<file path="src/rtl/operand_entry_ctrl.sv">
// Keypad-to-operand sequencer: BCD entry buffer, dec2bin conversion, valid/ready operand hand-off.
// Optional backspace key (0xD) built only when OPERAND_BACKSPACE_EN is defined.

module operand_entry_dec2bin (
    input  logic [2:0][3:0] bcds_i,
    input  logic            negative_i,
    output logic [9:0]      mag_o,
    output logic [9:0]      value_o
);
    // 3-digit BCD magnitude (max 999 fits in 10 bits) and its signed 10-bit image
    always_comb begin
        mag_o   = 10'(bcds_i[2]) * 10'd100 + 10'(bcds_i[1]) * 10'd10 + 10'(bcds_i[0]);
        value_o = negative_i ? 10'(~mag_o + 10'd1) : mag_o;
    end
endmodule

module operand_entry_ctrl #(
    parameter int unsigned MAX_DIGITS = 3,
    parameter int unsigned CONV_LAT   = 1
) (
    input  logic            clk_i,
    input  logic            rst_i,
    input  logic            key_valid_i,
    input  logic [3:0]      key_code_i,
    output logic            key_ready_o,
    output logic [2:0][3:0] bcds_o,
    output logic            negative_o,
    output logic [1:0]      digit_cnt_o,
    output logic            op_valid_o,
    input  logic            op_ready_i,
    output logic [9:0]      op_value_o,
    output logic            op_ovf_o,
    output logic            busy_o
);
    localparam int unsigned CNT_W = (CONV_LAT < 2) ? 1 : $clog2(CONV_LAT + 1);

    typedef enum logic [1:0] {
        ST_ENTRY = 2'd0,
        ST_CONV  = 2'd1,
        ST_HOLD  = 2'd2
    } state_e;

    state_e            state_q, state_d;
    logic [2:0][3:0]   bcds_q, bcds_d;
    logic              negative_q, negative_d;
    logic [1:0]        digit_cnt_q, digit_cnt_d;
    logic [CNT_W-1:0]  conv_cnt_q, conv_cnt_d;
    logic              op_valid_q, op_valid_d;
    logic [9:0]        op_value_q, op_value_d;
    logic              op_ovf_q, op_ovf_d;
    logic              key_ready_q, key_ready_d;
    logic              busy_q, busy_d;

    logic [9:0]        conv_mag;
    logic [9:0]        conv_value;
    logic              conv_ovf;
    logic              key_fire;

    operand_entry_dec2bin u_dec2bin (
        .bcds_i     (bcds_q),
        .negative_i (negative_q),
        .mag_o      (conv_mag),
        .value_o    (conv_value)
    );

    // Negative range reaches one further than positive (-512..+511)
    assign conv_ovf = (!negative_q && (conv_mag > 10'd511)) ||
                      ( negative_q && (conv_mag > 10'd512));
    assign key_fire = key_valid_i && (state_q == ST_ENTRY);

    always_comb begin
        state_d     = state_q;
        bcds_d      = bcds_q;
        negative_d  = negative_q;
        digit_cnt_d = digit_cnt_q;
        conv_cnt_d  = conv_cnt_q;
        op_valid_d  = op_valid_q;
        op_value_d  = op_value_q;
        op_ovf_d    = op_ovf_q;

        case (state_q)
            ST_ENTRY: begin
                if (key_fire) begin
                    if (key_code_i <= 4'd9) begin
                        // Full buffer and leading zeros are silently dropped
                        if ((digit_cnt_q != 2'(MAX_DIGITS)) &&
                            !((key_code_i == 4'd0) && (digit_cnt_q == 2'd0))) begin
                            bcds_d      = {bcds_q[1], bcds_q[0], key_code_i};
                            digit_cnt_d = digit_cnt_q + 2'd1;
                        end
                    end else begin
                        case (key_code_i)
                            4'hA: negative_d = !negative_q;
                            4'hB: begin
                                state_d    = ST_CONV;
                                conv_cnt_d = CNT_W'(CONV_LAT);
                            end
                            4'hC: begin
                                bcds_d      = '0;
                                negative_d  = 1'b0;
                                digit_cnt_d = 2'd0;
                            end
`ifdef OPERAND_BACKSPACE_EN
                            4'hD: begin
                                if (digit_cnt_q != 2'd0) begin
                                    bcds_d      = {4'd0, bcds_q[2], bcds_q[1]};
                                    digit_cnt_d = digit_cnt_q - 2'd1;
                                end
                            end
`endif
                            default: ;
                        endcase
                    end
                end
            end

            ST_CONV: begin
                conv_cnt_d = conv_cnt_q - CNT_W'(1);
                // Counter reaching zero on this edge commits the converter result
                if (conv_cnt_q == CNT_W'(1)) begin
                    op_value_d = conv_value;
                    op_ovf_d   = conv_ovf;
                    op_valid_d = 1'b1;
                    state_d    = ST_HOLD;
                end
            end

            ST_HOLD: begin
                if (op_valid_q && op_ready_i) begin
                    op_valid_d  = 1'b0;
                    bcds_d      = '0;
                    negative_d  = 1'b0;
                    digit_cnt_d = 2'd0;
                    state_d     = ST_ENTRY;
                end
            end

            default: state_d = ST_ENTRY;
        endcase

        key_ready_d = (state_d == ST_ENTRY);
        busy_d      = (state_d != ST_ENTRY);
    end

    always_ff @(posedge clk_i or posedge rst_i) begin
        if (rst_i) begin
            state_q     <= ST_ENTRY;
            bcds_q      <= '0;
            negative_q  <= 1'b0;
            digit_cnt_q <= 2'd0;
            conv_cnt_q  <= '0;
            op_valid_q  <= 1'b0;
            op_value_q  <= 10'd0;
            op_ovf_q    <= 1'b0;
            key_ready_q <= 1'b1;
            busy_q      <= 1'b0;
        end else begin
            state_q     <= state_d;
            bcds_q      <= bcds_d;
            negative_q  <= negative_d;
            digit_cnt_q <= digit_cnt_d;
            conv_cnt_q  <= conv_cnt_d;
            op_valid_q  <= op_valid_d;
            op_value_q  <= op_value_d;
            op_ovf_q    <= op_ovf_d;
            key_ready_q <= key_ready_d;
            busy_q      <= busy_d;
        end
    end

    assign key_ready_o = key_ready_q;
    assign bcds_o      = bcds_q;
    assign negative_o  = negative_q;
    assign digit_cnt_o = digit_cnt_q;
    assign op_valid_o  = op_valid_q;
    assign op_value_o  = op_value_q;
    assign op_ovf_o    = op_ovf_q;
    assign busy_o      = busy_q;

endmodule
</file>
<file path="config.mk">
export PLATFORM = sky130hd
export DESIGN_NAME = operand_entry_ctrl
export DESIGN_NICKNAME = d
export VERILOG_FILES = /design/src/rtl/operand_entry_ctrl.sv
export SDC_FILE = /design/constraint.sdc
export NUM_CORES = 1
export LEC_CHECK = 0
export CORE_MARGIN = 2
export CORE_UTILIZATION = 54
export DETAILED_ROUTE_END_ITERATION = 8
export GPL_TIMING_DRIVEN = 0
export PLACE_DENSITY = 0.8
export SYNTH_ARGS = -nofsm -noshare
export SYNTH_HDL_FRONTEND = slang
export SYNTH_HIERARCHICAL = 1
export SYNTH_SLANG_ARGS = --single-unit
</file>
<file path="constraint.sdc">
create_clock -name clk_i -period 5 [get_ports clk_i]
set_input_delay 1 -clock clk_i [delete_from_list [all_inputs] [get_ports clk_i]]
set_output_delay 1 -clock clk_i [all_outputs]
set_load 0.05 [all_outputs]
</file>
==> results of run 1 <==
## cell type report
| type | count | area share, % |
|---|---|---|
| well taps | 50 | 2.18 |
| flip-flops and latches | 32 | 27.9 |
| repair buffers | 37 | 13.5 |
| plain buffers | 7 | 2.01 |
| clock inverters | 1 | 1.05 |
| multi-input cells | 153 | 46.8 |
| inverters | 24 | 3.14 |
| clock buffers | 7 | 3.36 |
## stage by stage
step | instance area, sq um | cells | hold WS, ns | worst slack, ns
after global routing | 2870 | 311 | 0.535 | 0.490
after detailed placement | 2720 | 302 | 0.475 | 0.791
final | 2870 | 311 | 0.483 | 0.788
after global placement | 2720 | 302 | 0.467 | 0.851
after floorplan | 2290 | 216 | 0.469 | 0.837
after CTS | 2840 | 310 | 0.492 | 0.772
## per-layer routing
metal  part of all wire, %  vias to the layer above  wire [um]
li1                      -                      839          -
met1                    45                      813       1820
met2                    52                       25       2100
met3                   2.9                        4        117
met4                  0.88                        0         36
met5                     0                        -          0
## worst register-to-register path, delay by kind of cell (launching register included)
kind	cells	cell delay [ns]
adder cells (fa/ha/maj)	5	1.61
AO/OA/AOI/OAI	5	1.03
AND/OR/NAND/NOR	2	0.73
flip-flops	1	0.45
XOR/XNOR	1	0.17
buffers and inverters	1	0.11
## registers in the layout (all words and copies together), names as in the netlist
register and flops:
bcds_o 12, busy_o 1, conv_cnt_q 1, digit_cnt_o 2, key_ready_o 1, negative_o 1, op_ovf_o 1, op_valid_o 1
op_value_o 10, state_q 2
## kinds of logic after synthesis
group	count (synthesis)
and+or+nand+nor	47
AOI/OAI and AO/OA	46
muxes	11
xor gates and xnor gates	18
buffers and inverters	31
DFF	32
adders and majority gates	31
## worst min-delay path by stage
stage                     from          to
floorplan           conv_cnt_q  conv_cnt_q
global placement      op_ovf_o    op_ovf_o
detailed placement    op_ovf_o    op_ovf_o
CTS                   op_ovf_o    op_ovf_o
global route        conv_cnt_q  conv_cnt_q
finish                op_ovf_o    op_ovf_o
## cells in the mapped netlist, types with 3 or more instances
library cell / instances / share of area, %
a31oi_1: 3 / 0.82
nor2b_1: 3 / 0.82
inv_1: 24 / 3.9
nand2b_1: 4 / 1.1
buf_4: 4 / 1.3
ha_1: 26 / 14
fa_1: 5 / 4.4
dfrtp_1: 31 / 34
a21o_1: 3 / 0.98
mux2_2: 11 / 5.4
a22o_2: 12 / 5.2
a21oi_1: 9 / 2.0
nand2_1: 11 / 1.8
xor2_1: 3 / 1.1
xnor2_1: 13 / 5.0
o21ai_0: 4 / 0.87
nor2_1: 9 / 1.5
==> metrics.csv, run 1 <==
metric;value;unit
drive_above_1_share;19.5;%
cts_buffers;5;
fin_skew;0.00426;ns
hold_viol;0;
grt_overflow;0;
synthFlopType;dfrtp_1;
portBuffers;36;
r2r_slack;0.79;ns
maxCapViolCount;0;
synth_cell_type_count;49;
cp_data_required_time;5.15;ns
antenna_cells;0;
relSlewSlack;63.4;%
synthAdderAreaFrac;18.5;%
cpMostUsedCell;ha_1;
die_x;69.2;um
status;complete, no violations;
yosys_register_bits;32;
slowest_delay;0.67;ns
r2r_cells;14;
place.gp.congestion;0.787;
area_growth;25.1;%
rsz0062_at_grt;false;
met2_usage;34.2;%
seqCellArea;802;sq um
postCtsSetupBuffers;0;
clk_latency;0.28;ns
crit_start;bcds_o[5];
start_util;56.5;%
gr-usage-met1;21.2;%
wl;4080;um
yosys.area_share.simple;11.7;%
endpoint_kind;register;
cp_cell_sequence;ha_1 -> ha_1 -> fa_1 -> xor2_1 -> ha_1 -> ha_1 -> o21ai_0 -> a21oi_1 -> nor4_1 -> a311oi_1 -> inv_1 -> or4b_2 -> o41ai_1 -> o21ai_0;
num-fill-cells;301;
synth-xor-area-share;7.53;%
endpoint;op_ovf_o;
syn-instance-count;216;
clockBufferDepth;2;
clk_pin_slew_worst_paths;0.07;ns
drc;0;
final_antenna_net_count;0;
use_met3;3.78;%
synthMuxAreaShare;5.40;%
drtIter0Drc;39;
start_kind;register;
min_path_cells;2;
placeableCoreArea;4060;sq um
finalCritPeriodShare;84.2;%
yosysSeqAreaShare;35.0;%
grt_pass1_wl;7250;um
antenna_found_initial;0;
final_common_cell;clkdlybuf4s50_1;
vias_per_cell;5.41;
post_synth_instance_area;2290;sq um
ys_async_sr_fraction;100;%
cts_tree;yes;
die_area;4780;sq um
r2r-end;op_ovf_o;
boundaryPins;37;
critPathTopFamily;adder cells;
critical_path_class;register to register;
nets;299;
grt.busiest_layer;met2;
utilization;70.7;%
track_usage;18.3;%
firstDrtPassIters;4;
synth_top_family_by_area;adder cells;
htree_levels;2;
cts_resized;0;
report.final.slew_viol_count;0;
num_rows;23;
r2r-start;bcds_o[5];
slowest_stage;or4b_2;
fmax;0.237;GHz
period_minus_slack;4.21;ns
hold_buffers;0;
vias;1681;
cp_num_cells;14;
final_cell_mix;clkdlybuf4s50_1, dfrtp_1, ha_1;
syn_area_per_cell;10.6;sq um
multi_input_area;1340;sq um
syn-num-nets;255;
grt_pass1_vias;1691;
setup_tns;0;ns
setup_viol;0;
clkSinkCount;32;
ys_warn_count;6;
die_h;69.2;um
grt_start_max_net_pins;33;
clockRootBuffer;clkbuf_8;
critPathMaxFanout;5;
cp_data_arrival_time;4.37;ns
critPathBufInv;1;
hold_class;register to register;
post_drt_wl_per_cell;13.1;um
dp_hpwl;3160;um
synth_edf_count;0;
synth-compound-area-share;15.4;%
tightest_slew;0.542;ns
Power of run 1 is left out: the tool's default activity adds up to more than one toggle a clock period on the data nets, which glitch-free logic cannot reach.
==> run 2, diff against run 1 <==
- CORE_UTILIZATION: 54 -> 49
- PLACE_DENSITY: 0.8 -> 0.77
- clock period: 5 -> 3.85 ns (I/O delays scaled with it)
==> run 2 against run 1 <==
Net effect: die area is 9.6% higher; flip-flop and latch count stayed put; first-iteration DRC count rose by 28%; cell area increased by 6.7%; fmax rose by 16%; setup slack got worse by 0.56 ns; critical path depth is 1 higher; non-clock buffer count increased by 6; utilization is 1.8 points lower.
==> metrics.csv, run 2 (same netlist as run 1, synthesis figures left out) <==
metric;value;unit;change
endpoint_kind;register;;
drc;0;;unchanged
seqCellArea;812;sq um;+1.2%
grt_start_max_net_pins;33;;unchanged
drive_above_1_share;29.6;%;+10 points
area_growth;33.5;%;
largest_reg_flops;12;;unchanged
die_x;72.4;um;+4.7%
grt_pass1_wl;7630;um;+5.3%
holdWs;0.495;ns;+0.0120 ns
post_drt_wl_per_cell;13.6;um;+4.0%
nets;305;;+2.0%
clockRootBuffer;clkbuf_8;;
clockBufferDepth;2;;unchanged
portBuffers;36;;unchanged
vias_per_cell;5.44;;+0.57%
final_antenna_net_count;0;;unchanged
multi_input_area;1480;sq um;+10%
relSlewSlack;65.0;%;+1.6 points
final_common_cell;clkdlybuf4s50_1;;
clkSinkCount;32;;unchanged
final_cell_mix;clkdlybuf4s50_1, dfrtp_1, inv_1;;
setup_viol;0;;unchanged
dp_hpwl;3270;um;+3.5%
start_util;51.6;%;-4.9 points
place.gp.congestion;0.792;;+0.61%
rsz0062_at_grt;false;;
cts_tree;yes;;
cp_data_required_time;4.02;ns;-1.13 ns
track_usage;18.5;%;+0.15 points
antenna_cells;0;;unchanged
placeableCoreArea;4440;sq um;+9.5%
num-fill-cells;348;;+16%
clk_latency;0.28;ns;about the same
clk_pin_slew_worst_paths;0.07;ns;about the same
wl;4350;um;+6.6%
period_minus_slack;3.63;ns;-0.586 ns
report.final.slew_viol_count;0;;unchanged
hold_class;register to register;;
boundaryPins;37;;unchanged
finalCritPeriodShare;94.2;%;+9.9 points
fmax;0.276;GHz;+16%
critical_path_class;register to register;;
status;complete, no violations;;
hold_buffers;0;;unchanged
instances_no_fill;319;;+2.6%
drtIter0Drc;50;;+28%
grt_pass1_vias;1720;;+1.7%
firstDrtPassIters;5;;+1
grt_overflow;0;;unchanged
cts_buffers;5;;unchanged
start_kind;register;;
hold_viol;0;;unchanged
critPathMaxFanout;5;;unchanged
maxCapViolCount;0;;unchanged
die_area;5240;sq um;+9.6%
htree_levels;2;;unchanged
die_h;72.4;um;+4.7%
antenna_found_initial;0;;unchanged
vias;1734;;+3.2%
dp_cells;304;;+0.66%
fin_skew;0.00296;ns;-0.00130 ns
cp_data_arrival_time;3.79;ns;-0.58 ns
tightest_slew;0.518;ns;-0.0237 ns
num_rows;24;;+4.3%
-- run 2: worst max-delay path, stage by stage (launching register included) --
cell and delay (ns):
dfrtp_2 0.47, ha_4 0.30, ha_4 0.12, inv_1 0.05, fa_1 0.51, inv_2 0.05
ha_4 0.15, ha_4 0.26, inv_2 0.05, and3_1 0.17, a211o_1 0.23, a311oi_2 0.22
inv_1 0.09, or4b_4 0.55, o41ai_4 0.21, o21ai_1 0.08
-- run 2: path summary, 6_finish.rpt --
path,startpoint,to,slack [ns],cells after the start
min in group asynchronous,rst_i,busy_o,0.79,2
setup / recovery,bcds_o[8],op_ovf_o,0.22,15
hold / removal,op_ovf_o,op_ovf_o,0.50,2
setup reg to reg,bcds_o[8],op_ovf_o,0.22,15
hold reg to reg,op_ovf_o,op_ovf_o,0.50,2
max in group asynchronous,rst_i,bcds_o[9],2.60,3
-- run 2: layout make-up --
type / instances / share of cell area (%)
Buffer: 7 / 1.88
Clock buffer: 7 / 3.15
Clock inverter: 1 / 0.981
Inverter: 24 / 2.94
Multi-Input combinational cell: 153 / 48.3
Sequential cell: 32 / 26.5
Tap cell: 52 / 2.13
Timing Repair Buffer: 43 / 14.1
-- run 2: timing repair --
action / CTS / global route
hold endpoints to repair: 0 / 0
setup endpoints to repair: 1 / 1
buffers inserted: 0 / 6
pin swaps: 0 / 5
gates resized for setup: 1 / 3
-- run 2: stage by stage --
step	instance area, sq um	setup slack, ns	TNS, ns	util [%]
finish	3060	0.225	0	68.9
CTS	2980	0.0228	0	66.9
detailed placement	2840	-0.0255	-0.0255	63.9
global route	3060	0.0561	0	68.9
floorplan	2420	0.0515	0	-
global placement	2840	-0.00401	-0.00401	63.9
-- run 2: routing by layer --
metal / vias to the layer above / routed length (um) / track usage (%)
li1: 850 / - / -
met3: 7 / 102 / 3.75
met4: 0 / 38 / 5.56
met2: 21 / 2210 / 32.0
met1: 856 / 2000 / 23.2
met5: - / 0 / 0
Power of run 2 is left out for the same reason.
